## config.mk

```make
export PLATFORM = sky130hd
export DESIGN_NAME = if_fetch_flat
export DESIGN_NICKNAME = d
export VERILOG_FILES = /design/src/rtl/if_fetch_pkg.sv /design/src/rtl/if_fetch_if.sv /design/src/rtl/if_fetch.sv /design/src/flat_wrapper.sv
export SDC_FILE = /design/constraint.sdc
export NUM_CORES = 1
export LEC_CHECK = 0
export ABC_AREA = 1
export CORE_UTILIZATION = 52
export CTS_CLUSTER_SIZE = 28
export DETAILED_ROUTE_END_ITERATION = 16
export PLACE_DENSITY = 0.84
export SLEW_MARGIN = 20
export SYNTH_ARGS = -nofsm -noshare
export SYNTH_HDL_FRONTEND = slang
export SYNTH_SLANG_ARGS = --single-unit
```

## constraint.sdc

```tcl
create_clock -name clk -period 5.18 [get_ports clk]
set_input_delay 1.036 -clock clk [delete_from_list [all_inputs] [get_ports clk]]
set_output_delay 1.036 -clock clk [all_outputs]
set_load 0.03 [all_outputs]
```

## src/rtl/if_fetch_pkg.sv

```systemverilog
// Shared constants, state encoding and byte-lane helper for the instruction-fetch stage.
package if_fetch_pkg;

    localparam int CTRL_WIDTH = 6;

    localparam logic STOP       = 1'b1;
    localparam logic NO_STOP    = 1'b0;
    localparam logic RST_ENABLE = 1'b1;

    localparam logic [31:0] NOP_INST       = 32'h0000_0013;
    localparam logic [2:0]  BYTES_PER_INST = 3'd4;

    typedef enum logic {
        FETCH = 1'b0,
        DONE  = 1'b1
    } fetch_state_t;

    // Little-endian lane insert: lane 0 is the byte at the lowest address.
    function automatic logic [31:0] insert_byte(input logic [31:0] word,
                                                input logic [1:0]  lane,
                                                input logic [7:0]  data);
        logic [31:0] result;
        result = word;
        result[8*lane +: 8] = data;
        return result;
    endfunction

endpackage

```

## src/rtl/if_fetch_if.sv

```systemverilog
// Byte-wide instruction memory port shared between the fetch stage and the memory arbiter.
interface if_fetch_if;

    logic        mem_busy_i;
    logic [7:0]  mem_data_i;
    logic [31:0] mem_addr_o;
    logic        mem_rd_o;

    modport master (
        input  mem_busy_i,
        input  mem_data_i,
        output mem_addr_o,
        output mem_rd_o
    );

    modport slave (
        output mem_busy_i,
        output mem_data_i,
        input  mem_addr_o,
        input  mem_rd_o
    );

endinterface

```

## src/rtl/if_fetch.sv

```systemverilog
// Instruction fetch: assembles a 32-bit instruction from four byte reads, then hands it to IF/ID.
module if_fetch
    import if_fetch_pkg::*;
#(
    parameter logic [31:0] RESET_PC = 32'h0000_0000
)
(
    input  logic                  clk,
    input  logic                  rst,
    input  logic [CTRL_WIDTH-1:0] stall,
    input  logic                  branch_flag_i,
    input  logic [31:0]           branch_target_addr_i,
    if_fetch_if.master            mem,
    output logic                  req_if,
    output logic [31:0]           pc_o,
    output logic [31:0]           inst_o
);

    fetch_state_t state, state_next;
    logic [31:0]  pc, pc_next;
    logic [2:0]   issue_idx, issue_idx_next;
    logic         pend, pend_next;
    logic [31:0]  byte_buf, byte_buf_next;

    logic         redirect;
    logic         issue;
    logic [2:0]   capture_idx;
    logic         unused_bits;

    assign redirect    = branch_flag_i && !stall[2];
    assign capture_idx = issue_idx - 3'd1;
    assign issue       = !rst && (state == FETCH) && (issue_idx < BYTES_PER_INST)
                         && !mem.mem_busy_i && !redirect;
    assign unused_bits = ^{stall[CTRL_WIDTH-1:3], stall[0], capture_idx[2]};

    always_ff @(posedge clk) begin
        if (rst == RST_ENABLE) begin
            state     <= FETCH;
            pc        <= RESET_PC;
            issue_idx <= 3'd0;
            pend      <= 1'b0;
            byte_buf  <= NOP_INST;
        end else begin
            state     <= state_next;
            pc        <= pc_next;
            issue_idx <= issue_idx_next;
            pend      <= pend_next;
            byte_buf  <= byte_buf_next;
        end
    end

    always_comb begin
        state_next     = state;
        pc_next        = pc;
        issue_idx_next = issue_idx;
        pend_next      = pend;
        byte_buf_next  = byte_buf;

        case (state)
            FETCH: begin
                if (pend) begin
                    byte_buf_next = insert_byte(byte_buf, capture_idx[1:0], mem.mem_data_i);
                end
                if (issue) begin
                    issue_idx_next = issue_idx + 3'd1;
                    pend_next      = 1'b1;
                end else begin
                    pend_next      = 1'b0;
                end
                if ((issue_idx == BYTES_PER_INST) && pend) begin
                    state_next = DONE;
                end
            end
            DONE: begin
                if (!stall[1]) begin
                    pc_next        = pc + 32'd4;
                    issue_idx_next = 3'd0;
                    pend_next      = 1'b0;
                    state_next     = FETCH;
                end
            end
            default: state_next = FETCH;
        endcase

        // A redirect drops any byte still returning, so the buffer is left untouched.
        if (redirect) begin
            pc_next        = branch_target_addr_i;
            state_next     = FETCH;
            issue_idx_next = 3'd0;
            pend_next      = 1'b0;
            byte_buf_next  = byte_buf;
        end
    end

    always_comb begin
        mem.mem_rd_o   = issue;
        mem.mem_addr_o = issue ? (pc + {29'd0, issue_idx}) : pc;
        req_if         = (!rst && (state == FETCH)) ? STOP : NO_STOP;
        pc_o           = pc;
        inst_o         = redirect ? NOP_INST : byte_buf;
    end

endmodule

```

## src/flat_wrapper.sv

```systemverilog
// flat-port wrapper written by rule: the top's interface ports become plain ports
module if_fetch_flat import if_fetch_pkg::*;
#(
    parameter logic [31:0] RESET_PC = 32'h0000_0000
)
  (clk, rst, stall, branch_flag_i, branch_target_addr_i, req_if, pc_o, inst_o, mem_mem_busy_i, mem_mem_data_i, mem_mem_addr_o, mem_mem_rd_o);
  if_fetch_if mem_i ();
  input  logic clk;
  input  logic rst;
  input  logic [CTRL_WIDTH-1:0] stall;
  input  logic branch_flag_i;
  input  logic [31:0] branch_target_addr_i;
  output logic req_if;
  output logic [31:0] pc_o;
  output logic [31:0] inst_o;
  input wire logic [$bits(mem_i.mem_busy_i)-1:0] mem_mem_busy_i;
  input wire logic [$bits(mem_i.mem_data_i)-1:0] mem_mem_data_i;
  output wire logic [$bits(mem_i.mem_addr_o)-1:0] mem_mem_addr_o;
  output wire logic [$bits(mem_i.mem_rd_o)-1:0] mem_mem_rd_o;
  assign mem_i.mem_busy_i = mem_mem_busy_i;
  assign mem_i.mem_data_i = mem_mem_data_i;
  assign mem_mem_addr_o = mem_i.mem_addr_o;
  assign mem_mem_rd_o = mem_i.mem_rd_o;
  if_fetch #(.RESET_PC(RESET_PC)) u_core (.clk(clk), .rst(rst), .stall(stall), .branch_flag_i(branch_flag_i), .branch_target_addr_i(branch_target_addr_i), .mem(mem_i), .req_if(req_if), .pc_o(pc_o), .inst_o(inst_o));
endmodule
```

==> impl_metrics.ini <==
[status]
outcome = complete, no violations

[placement]
place_inst = 1024
dp_slack_ns = 0.670
place_area_um2 = 6320
place_congestion = 0.955
io_buffers = 143
dp_hpwl_um = 12200

[final_layout]
nFillCells = 735
drive_gt1_frac = 0.0655
final_cells = 1040
syn2layout_area_growth_pct = 34.7
final_nets = 988
diodes = 0
ff_latch_area_um2 = 1380
fin_util = 0.737
final_area_um2 = 6550
multi_input_area_um2 = 3000

[clock_network]
cts_setup_buffers = 0
clockBufferDepth = 2
cts_resized = 0
cts_inserted_buffers = 9
clock_latency_ns = 0.36
htreeDepth = 3
cts_tree = yes
numClockSinks = 69
path_clk_slew_ns = 0.08
cts_root_buf = clkbuf_8
cts_hold_buf = 0

[floorplan]
coreArea_um2 = 8890
io-pin-count = 148
die_h_um = 98.7
start_util = 0.547
die-area_um2 = 9740
num_rows = 34
die_w_um = 98.7

[grt]
grtUsageTotal = 0.348
first_global_vias = 5462
grt_max_degree = 54
grt_overflow = 0
antenna_found_initial = 0
grt_pass1_wl_um = 27000

[synth]
ys.flop_type = dfxtp_1
yosys-top-cells-area = dfxtp_1 28%, nand2_1 19%, nor2_1 9.3%
synthesis.area_um2 = 4860
syn_area_per_cell_um2 = 6.10
synth.largest_area_cell = dfxtp_1
yosysWarnings = 0
synth_top_area_share = 0.284
synth-edff-count = 0
synth_common_cells = 252 x nand2_1, 120 x nor2_1, 86 x inv_1
synth_cells = 797
synth_cell_type_count = 37
synth_most_common_cell = nand2_1
ys_async_sr_fraction = 0
ys_seq_elements = 69
synth_fp_nets = 858
seq_area_frac_synth = 0.284

[sta]
tightest_slew_ns = 0.945
fin_ws_ns = 0.484
period_needed_ns = 4.70
slew_violations = 0
max_slew_margin = 0.368
whs_ns = 0.456
finalSetupTns_ns = 0
rsz0062_at_grt = false
finalSetupViolations = 0
period_share = 0.906
max_clock_freq_mhz = 213
hold_viol_final = 0
clock_skew_ns = 0.00942

[worst_setup_path]
path_common_cell = nand2_1
max_stage_delay_ns = 0.84
cp_max_fo = 22
end_kind = primary output
worstSetupPathType = flop to primary output
r2r_start = u_core.issue_idx[0]
slowest_stage = dfxtp_1
cp.required_ns = 4.14
path_cells = ha_1 -> fa_1 -> nand2_1 -> nand2_1 -> nand2_1 -> nor2_4 -> nand2_1 -> nor2_1 -> nand2_1 -> nand2_1 -> nand2_1 -> inv_1 -> clkdlybuf4s50_1
setup.worst_path.start_class = flop
cp.arrival_ns = 3.66
crit_start = u_core.issue_idx[0]

[drt]
vias = 5768
dr_wl_met3_um = 1640
avgRoutedWirePerCell_um = 15.9
drt-initial-drc-count = 415
viasPerCell = 5.55
post-route-drc-count = 0
dr.pass1.iters = 5
totalWireLength_um = 16600
wl_met2_um = 7550
ant_nets = 0
met1_length_um = 7160
highest_layer = met4

[pwr]
ir_drop_mv = 0.187
total_power_mw = 1.35
p_leak_nw = 2.69
powerDensity_nw_per_um2 = 206

[flow_run]
maxCapViolCount = 0

[hold_path]
hold_path_class = flop to flop
hold_start = u_core.byte_buf[15]
-- where the power goes --
group	total, mW	switching, mW	internal, mW
registers	0.573	0.0281	0.545
logic	0.258	0.152	0.106
clock network	0.522	0.244	0.278
-- registers in the layout (all words and copies together) (netlist names) --
signal and count:
u_core.byte_buf 32, u_core.pc_o 32, u_core.issue_idx 3, u_core.pend 1, u_core.state 1
-- critical path, delay by kind of cell (launching register included) --
family        cells  cell delay, ns
fa+ha+maj         2            0.62
flops             1            0.84
simple gates      9            1.14
buf+inv           2            0.70
-- area by class of cell --
type                            instances  share of cell area
Multi-Input combinational cell        609               0.458
Clock buffer                            9              0.0189
Tap cell                              108              0.0206
Clock inverter                          7              0.0159
Timing Repair Buffer                  148               0.224
Inverter                               90              0.0516
Sequential cell                        69               0.211
-- cell usage in the layout, fill, tap and decap left out, drive strengths merged --
master         instances
nand2                259
clkdlybuf4s50        142
nor2                 142
inv                   90
dfxtp                 69
nand3                 67
a21oi                 25
o21ai                 20
a211oi                16
a31oi                 15
xor2                  14
nand4                 10
ha                    10
clkbuf                 9
xnor2                  6
o211ai                 6
buf                    6
or2                    5
nor3                   5
clkinv                 5
nand3b                 3
o31ai                  3
bufinv                 2
o21bai                 1
a22o                   1
fa                     1
-- layer usage --
layer,vias to the layer above,GRT usage
met2,344,0.550
met5,-,0
met3,24,0.0482
li1,2786,-
met4,0,0.104
met1,2614,0.494
-- cells by family after synthesis --
group	Yosys count	share of synthesized area
AND/OR/NAND/NOR	491	0.442
adder cells (fa/ha/maj)	11	0.0299
buffers and inverters	119	0.0986
flip-flops	69	0.284
AO/OA/AOI/OAI	87	0.108
XOR/XNOR	20	0.0376
-- path summary, 6_finish.rpt --
path,endpoint,cells after the start,slack [ns]
max,mem_mem_addr_o[30],13,0.48
min reg2reg,u_core.byte_buf[15],2,0.46
min,u_core.byte_buf[15],2,0.46
max reg2reg,u_core.byte_buf[27],5,1.83
Power figures use the tool's default switching activity.
